## config.mk

```make
export PLATFORM = sky130hd
export DESIGN_NAME = mic1_word_deserializer
export DESIGN_NICKNAME = d
export VERILOG_FILES = /design/src/rtl/mic1_pkg.sv /design/src/rtl/mic1_word_fifo.sv /design/src/rtl/mic1_word_deserializer.sv
export SDC_FILE = /design/constraint.sdc
export NUM_CORES = 1
export LEC_CHECK = 0
export ABC_AREA = 1
export CORE_MARGIN = 5
export CORE_UTILIZATION = 60
export CTS_CLUSTER_SIZE = 24
export DETAILED_ROUTE_END_ITERATION = 10
export PLACE_DENSITY_LB_ADDON = 0.2
export SLEW_MARGIN = 20
export SYNTH_ARGS = -nofsm -noshare
export SYNTH_HDL_FRONTEND = slang
export SYNTH_SLANG_ARGS = --single-unit
```

## constraint.sdc

```tcl
create_clock -name clk -period 6.3 [get_ports clk]
set_input_delay 0.945 -clock clk [delete_from_list [all_inputs] [get_ports clk]]
set_output_delay 0.945 -clock clk [all_outputs]
set_load 0.03 [all_outputs]
```

## src/rtl/mic1_pkg.sv

```systemverilog
// Shared widths and types for the MIC-1 byte-serial output path.
// The CPU core's output byte mux uses the same constants.
package mic1_pkg;

  localparam int unsigned BYTE_W    = 8;
  localparam int unsigned WORD_W    = 32;
  localparam int unsigned LANES     = 4;
  localparam int unsigned LANE_W    = $clog2(LANES);
  localparam int unsigned PARTIAL_W = WORD_W - BYTE_W;

  typedef logic [LANE_W-1:0] lane_t;
  typedef logic [WORD_W-1:0] word_t;

endpackage

```

## src/rtl/mic1_word_fifo.sv

```systemverilog
// Synchronous show-ahead word FIFO with a registered head and fill count.
// A push into a full FIFO is still taken when a pop happens on the same edge.
module mic1_word_fifo
  import mic1_pkg::*;
#(
  parameter int unsigned FIFO_DEPTH = 4
) (
  input  logic                          clk,
  input  logic                          rst_n,
  input  logic                          push,
  input  word_t                         push_data,
  input  logic                          pop,
  output word_t                         head,
  output logic                          empty,
  output logic                          full,
  output logic [$clog2(FIFO_DEPTH):0]   fill
);

  localparam int unsigned PTR_W = $clog2(FIFO_DEPTH);
  localparam int unsigned CNT_W = PTR_W + 1;

  word_t              mem [FIFO_DEPTH];
  logic [PTR_W-1:0]   rd_ptr;
  logic [PTR_W-1:0]   wr_ptr;

  logic               pop_ok;
  logic               push_ok;
  logic [PTR_W-1:0]   rd_ptr_n;
  logic [PTR_W-1:0]   wr_ptr_n;
  logic [CNT_W-1:0]   fill_n;
  word_t              head_n;
  logic               empty_n;
  logic               full_n;

  // Next-state: pointers, count and the entry that will sit at the head.
  always_comb begin
    pop_ok   = pop && !empty;
    push_ok  = push && (!full || pop_ok);
    rd_ptr_n = rd_ptr + PTR_W'(pop_ok);
    wr_ptr_n = wr_ptr + PTR_W'(push_ok);
    fill_n   = fill + CNT_W'(push_ok) - CNT_W'(pop_ok);
    empty_n  = (fill_n == '0);
    full_n   = (fill_n == CNT_W'(FIFO_DEPTH));
    head_n   = head;
    if (!empty_n) begin
      // The word being written this edge becomes the head when it is the only one left.
      if (push_ok && (wr_ptr == rd_ptr_n)) begin
        head_n = push_data;
      end else begin
        head_n = mem[rd_ptr_n];
      end
    end
  end

  always_ff @(posedge clk) begin
    if (!rst_n) begin
      rd_ptr <= '0;
      wr_ptr <= '0;
      fill   <= '0;
      empty  <= 1'b1;
      full   <= 1'b0;
      head   <= '0;
    end else begin
      rd_ptr <= rd_ptr_n;
      wr_ptr <= wr_ptr_n;
      fill   <= fill_n;
      empty  <= empty_n;
      full   <= full_n;
      head   <= head_n;
    end
  end

  // Storage needs no reset; entries are only read once written.
  always_ff @(posedge clk) begin
    if (push_ok) begin
      mem[wr_ptr] <= push_data;
    end
  end

endmodule

```

## src/rtl/mic1_word_deserializer.sv

```systemverilog
// Reassembles LSB-first byte lanes from the MIC-1 output port into 32-bit words
// and buffers them for a valid/ready consumer, with sticky overflow/sync flags.
module mic1_word_deserializer
  import mic1_pkg::*;
#(
  parameter int unsigned FIFO_DEPTH = 4
) (
  input  logic                          clk,
  input  logic                          rst_n,
  input  logic [BYTE_W-1:0]             byte_in,
  input  logic                          byte_valid,
  input  logic                          sof,
  input  logic                          clr_flags,
  output logic [WORD_W-1:0]             word_out,
  output logic                          word_valid,
  input  logic                          word_ready,
  output logic [LANE_W-1:0]             lane,
  output logic [$clog2(FIFO_DEPTH):0]   fill,
  output logic                          overflow,
  output logic                          sync_err
);

  logic [PARTIAL_W-1:0] partial;
  logic [PARTIAL_W-1:0] partial_n;
  lane_t                lane_n;
  logic                 overflow_n;
  logic                 sync_err_n;
  logic                 push_c;
  word_t                push_word_c;
  logic                 fifo_empty;
  logic                 fifo_full;
  word_t                fifo_head;

  // Lane tracking, partial word assembly and sticky flag updates.
  always_comb begin
    lane_n      = lane;
    partial_n   = partial;
    overflow_n  = overflow;
    sync_err_n  = sync_err;
    push_c      = 1'b0;
    push_word_c = '0;

    if (clr_flags) begin
      overflow_n = 1'b0;
      sync_err_n = 1'b0;
    end

    if (byte_valid) begin
      if (sof) begin
        if (lane != '0) begin
          sync_err_n = 1'b1;
        end
        partial_n = {(PARTIAL_W - BYTE_W)'(0), byte_in};
        lane_n    = lane_t'(1);
      end else if (lane == lane_t'(LANES - 1)) begin
        push_c      = 1'b1;
        push_word_c = {byte_in, partial};
        lane_n      = '0;
      end else begin
        partial_n[BYTE_W*int'(lane) +: BYTE_W] = byte_in;
        lane_n = lane + lane_t'(1);
      end
    end

    // Dropped only when full and the consumer is not freeing a slot this edge.
    if (push_c && fifo_full && !(word_ready && !fifo_empty)) begin
      overflow_n = 1'b1;
    end
  end

  always_ff @(posedge clk) begin
    if (!rst_n) begin
      lane     <= '0;
      partial  <= '0;
      overflow <= 1'b0;
      sync_err <= 1'b0;
    end else begin
      lane     <= lane_n;
      partial  <= partial_n;
      overflow <= overflow_n;
      sync_err <= sync_err_n;
    end
  end

  mic1_word_fifo #(
    .FIFO_DEPTH (FIFO_DEPTH)
  ) u_fifo (
    .clk       (clk),
    .rst_n     (rst_n),
    .push      (push_c),
    .push_data (push_word_c),
    .pop       (word_ready),
    .head      (fifo_head),
    .empty     (fifo_empty),
    .full      (fifo_full),
    .fill      (fill)
  );

  assign word_out   = fifo_head;
  assign word_valid = !fifo_empty;

endmodule

```

==> impl_summary.log <==
INFO  metric run_status = completed
INFO  metric route.detailed.drc = 0
INFO  metric seq_power_share = 42.0%
INFO  metric clkLatencyLatePin = 0.43 ns
INFO  metric place.detailed.hpwl = 10.8 mm
INFO  metric worst-endpoint-required = 6.62 ns
INFO  metric fin_skew = 0.00781 ns
INFO  metric vias_per_cell = 5.34
INFO  metric clock_sinks = 197
INFO  metric timing.rr.start = lane[0]
INFO  metric drt_pre_antenna_iters = 5
INFO  metric synth.yosys.warnings = 0
INFO  metric critical_path_arrival = 4.20 ns
INFO  metric grt_pass1_vias = 5,729
INFO  metric worst-r2r-setup-slack = 2.79 ns
INFO  metric drt_wl_total = 17.8 mm
INFO  metric crit_type = in2reg
INFO  metric cts_post_setup_buffers_inserted = 0
INFO  metric layout_common_cells = sky130_fd_sc_hd__nand2_1, sky130_fd_sc_hd__inv_1, sky130_fd_sc_hd__edfxtp_1
INFO  metric hold_endpoint = u_fifo.head[28]
INFO  metric netlist_top_cells_area = sky130_fd_sc_hd__edfxtp_1, sky130_fd_sc_hd__dfxtp_1, sky130_fd_sc_hd__nand2_1
INFO  metric syn_avg_cell_area = 9.16 sq um
INFO  metric synth_area_leader_cell = sky130_fd_sc_hd__edfxtp_1
INFO  metric setup.worst_path.end_class = flop
INFO  metric power.clock.fraction = 27.8%
INFO  metric worst-slew-pin-transition = 0.812 ns
INFO  metric cts_buffers = 17
INFO  metric pwr-share-comb = 30.2%
INFO  metric critPathTopFamily = simple AND/OR/NAND/NOR gates
INFO  metric max-cap-violations = 0
INFO  metric fill_cells = 1,052
INFO  metric global_route.overflow_total = 0
INFO  metric max_freq = 258 MHz
INFO  metric holdCritPathClass = reg2reg
INFO  metric power.share.switching = 34.0%
INFO  metric timing_hold_violations_final = 0
INFO  metric cts-root-buf = sky130_fd_sc_hd__clkbuf_16
INFO  metric synth_largest_type_area_fraction = 45.6%
INFO  metric relSlewSlack = 45.7%
INFO  metric diodes_inserted = 0
INFO  metric syn-cell-area = 8420 sq um
INFO  metric floorplan.core_area = 13,800 sq um
INFO  metric critPathBufInv = 3
INFO  metric grt_antenna_before_repair = 0
INFO  metric ir_drop = 0.361 mV
INFO  metric detail_route.iter0.violations = 578
INFO  metric clk_path_buf_depth = 2
INFO  metric die-width = 128 um
INFO  metric power.leakage = 0.00437 uW
INFO  metric netSwitchingPower = 1280 uW
INFO  metric placedInstanceArea = 9080 sq um
INFO  metric synth-seq-cells = 197
INFO  metric die_height = 128 um
INFO  metric fin_nets = 981
INFO  metric dr_total_vias = 6,152
INFO  metric fraction_of_final_layout_cells_with_drive_strength_greater_than_1 = 6.59%
INFO  metric drv_slew = 0
INFO  metric unrepaired_setup_endpoints_after_global_routing = false
INFO  metric syn_inst = 920
INFO  metric floorplan.initialDensity = 60.9%
INFO  metric most_common_library_cell_in_the_layout_ignoring_fill_and_taps = sky130_fd_sc_hd__nand2_1
INFO  metric worstHoldPathCells = 2
INFO  metric wire_length_of_the_first_global_routing_pass = 29.3 mm
INFO  metric critPathMaxFanout = 34
INFO  metric ff2ff_path_depth = 13
INFO  metric count_of_port_buffers_added_during_placement = 53
INFO  metric finalCritPeriodShare = 61.6%
INFO  metric clk_transition_reported_paths = 0.07 ns
INFO  metric grt_max_degree = 81
INFO  metric grtUsageTotal = 23.2%
INFO  metric cell_internal_power_dissipation = 2500 uW
INFO  metric pwr_cell_area = 391 nW/um^2
INFO  metric post_route_standard_cell_area_excluding_fillers = 9670 sq um
INFO  metric post_cts_hold_buffer_count = 0
INFO  metric crit_path_max_incr_delay = 0.64 ns
INFO  metric clock_tree_from_tritoncts = done
INFO  metric rows = 43
INFO  metric mappedNetlistNets = 943
INFO  metric hp-start = u_fifo.head[28]
INFO  metric wl_per_cell = 15.5 um
INFO  metric regToRegEndpoint = u_fifo.head[10]
INFO  metric antenna_violating_nets_post_route = 0
INFO  metric totalNegativeSetupSlack = 0 ns
INFO  metric synth_cell_types = 28
INFO  metric io_pins = 54
INFO  metric setup_violations_final = 0
INFO  metric timing.critical_path.cells = clkdlybuf4s50_1, nand2_2, nor2_4, nand2_4, inv_1, ha_1, fa_1, nor2_1, nand3_1, nand2_1, inv_2, nand3_1, nand2_1
INFO  metric htree_levels = 4
INFO  metric yosysSeqAreaShare = 62.0%
INFO  metric setup.worst_path.start_class = primary input
INFO  metric syn2layout_area_growth = 14.9%
INFO  metric critical-path-slowest-cell = sky130_fd_sc_hd__clkdlybuf4s50_1
INFO  metric ctsResizeCount = 0
INFO  metric routabilityCongestion = 0.855
INFO  metric timing.final.crit_period = 3.88 ns
INFO  metric die_area = 16,500 sq um
worst register-to-register path: stages (launching register included):
cell and delay, ns:
sky130_fd_sc_hd__dfxtp_1 0.52, sky130_fd_sc_hd__ha_1 0.29, sky130_fd_sc_hd__inv_2 0.08, sky130_fd_sc_hd__nor2_4 0.65, sky130_fd_sc_hd__nand2_4 0.18, sky130_fd_sc_hd__inv_1 0.14
sky130_fd_sc_hd__ha_1 0.17, sky130_fd_sc_hd__fa_1 0.46, sky130_fd_sc_hd__nor2_1 0.11, sky130_fd_sc_hd__nand3_1 0.12, sky130_fd_sc_hd__nand2_1 0.10, sky130_fd_sc_hd__inv_2 0.28
sky130_fd_sc_hd__nand3_1 0.22, sky130_fd_sc_hd__nand2_1 0.09
power groups by stage:
stage / sequential [uW] / clock [uW] / combinational, uW
final: 1590 / 1050 / 1140
after global routing: 1610 / 1130 / 1270
after CTS: 1590 / 1060 / 1150
after detailed placement: 1610 / 0 / 1140
after global placement: 1610 / 0 / 1120
after floorplan: 1810 / 0 / 556
area by class of cell:
cell class                 instances  area, sq um  share of cell area (%)
clock buffer                      23          531                    5.48
inverter                         133          499                    5.16
timing repair buffer              66          628                    6.49
clock inverter                     9         62.6                   0.647
tap                              180          225                    2.33
multi-input combinational        543         2500                    25.9
sequential                       197         5230                    54.0
sequential cells by signal, indices dropped and copies added, names as in the netlist:
register / count
lane: 2
overflow: 1
partial: 24
sync_err: 1
u_fifo.empty: 1
u_fifo.fill: 3
u_fifo.full: 1
u_fifo.head: 32
u_fifo.mem: 128
u_fifo.rd_ptr: 2
u_fifo.wr_ptr: 2
worst max-delay path by stage:
| stage | endpoint | startpoint | cells after the start |
|---|---|---|---|
| finish | u_fifo.head[10] | byte_valid | 13 |
| global placement | u_fifo.head[25] | byte_valid | 13 |
| global route | u_fifo.head[19] | byte_valid | 13 |
| detailed placement | u_fifo.head[11] | byte_valid | 13 |
| floorplan | u_fifo.mem[2][0] | byte_valid | 5 |
| CTS | u_fifo.head[10] | byte_valid | 13 |
cell usage after synthesis:
cell type	n
sky130_fd_sc_hd__nand2_2	2
sky130_fd_sc_hd__xnor2_1	1
sky130_fd_sc_hd__edfxtp_1	128
sky130_fd_sc_hd__clkbuf_1	22
sky130_fd_sc_hd__o21ai_1	17
sky130_fd_sc_hd__nand3_1	70
sky130_fd_sc_hd__nand2_1	286
sky130_fd_sc_hd__o21ai_0	103
sky130_fd_sc_hd__buf_6	3
sky130_fd_sc_hd__ha_1	8
sky130_fd_sc_hd__fa_1	1
sky130_fd_sc_hd__a21oi_1	18
sky130_fd_sc_hd__dfxtp_1	69
sky130_fd_sc_hd__xor2_1	1
sky130_fd_sc_hd__o31ai_4	1
sky130_fd_sc_hd__buf_2	16
sky130_fd_sc_hd__nor2_1	22
sky130_fd_sc_hd__nor3_1	6
sky130_fd_sc_hd__nand2_4	1
sky130_fd_sc_hd__nor4_1	1
sky130_fd_sc_hd__buf_1	1
sky130_fd_sc_hd__o31ai_1	1
sky130_fd_sc_hd__nor2_4	2
sky130_fd_sc_hd__buf_4	5
sky130_fd_sc_hd__inv_2	4
sky130_fd_sc_hd__a32oi_1	1
sky130_fd_sc_hd__inv_1	129
sky130_fd_sc_hd__a31oi_1	1
routing by layer:
layer  up-vias  global-route usage (%)  share of wire, %
met2       195                    37.9                48
met1      2892                    31.3                44
li1       3042                       -                 -
met4         0                    7.37               1.5
met3        23                    5.11               7.1
met5         -                       0                 0
kinds of logic after synthesis:
group / after synthesis / synth area share [%]
AOI/OAI and AO/OA: 142 / 8.72
xor gates and xnor gates: 2 / 0.208
adders and majority gates: 9 / 1.43
buffers and inverters: 180 / 8.75
DFF: 197 / 62.0
and+or+nand+nor: 390 / 18.9
per-stage QoR:
step / utilization (%) / hold slack, ns / cells / setup WS (ns) / power (uW)
after floorplan: - / 0.464 / 920 / 2.25 / 2360
after global placement: 65.6 / 0.446 / 1119 / 1.78 / 2730
after detailed placement: 65.6 / 0.440 / 1119 / 2.05 / 2750
after CTS: 69.9 / 0.457 / 1151 / 2.45 / 3800
after global routing: 70.0 / 0.475 / 1151 / 2.12 / 4000
final: 70.0 / 0.455 / 1151 / 2.42 / 3780
Power figures use the tool's default switching activity.
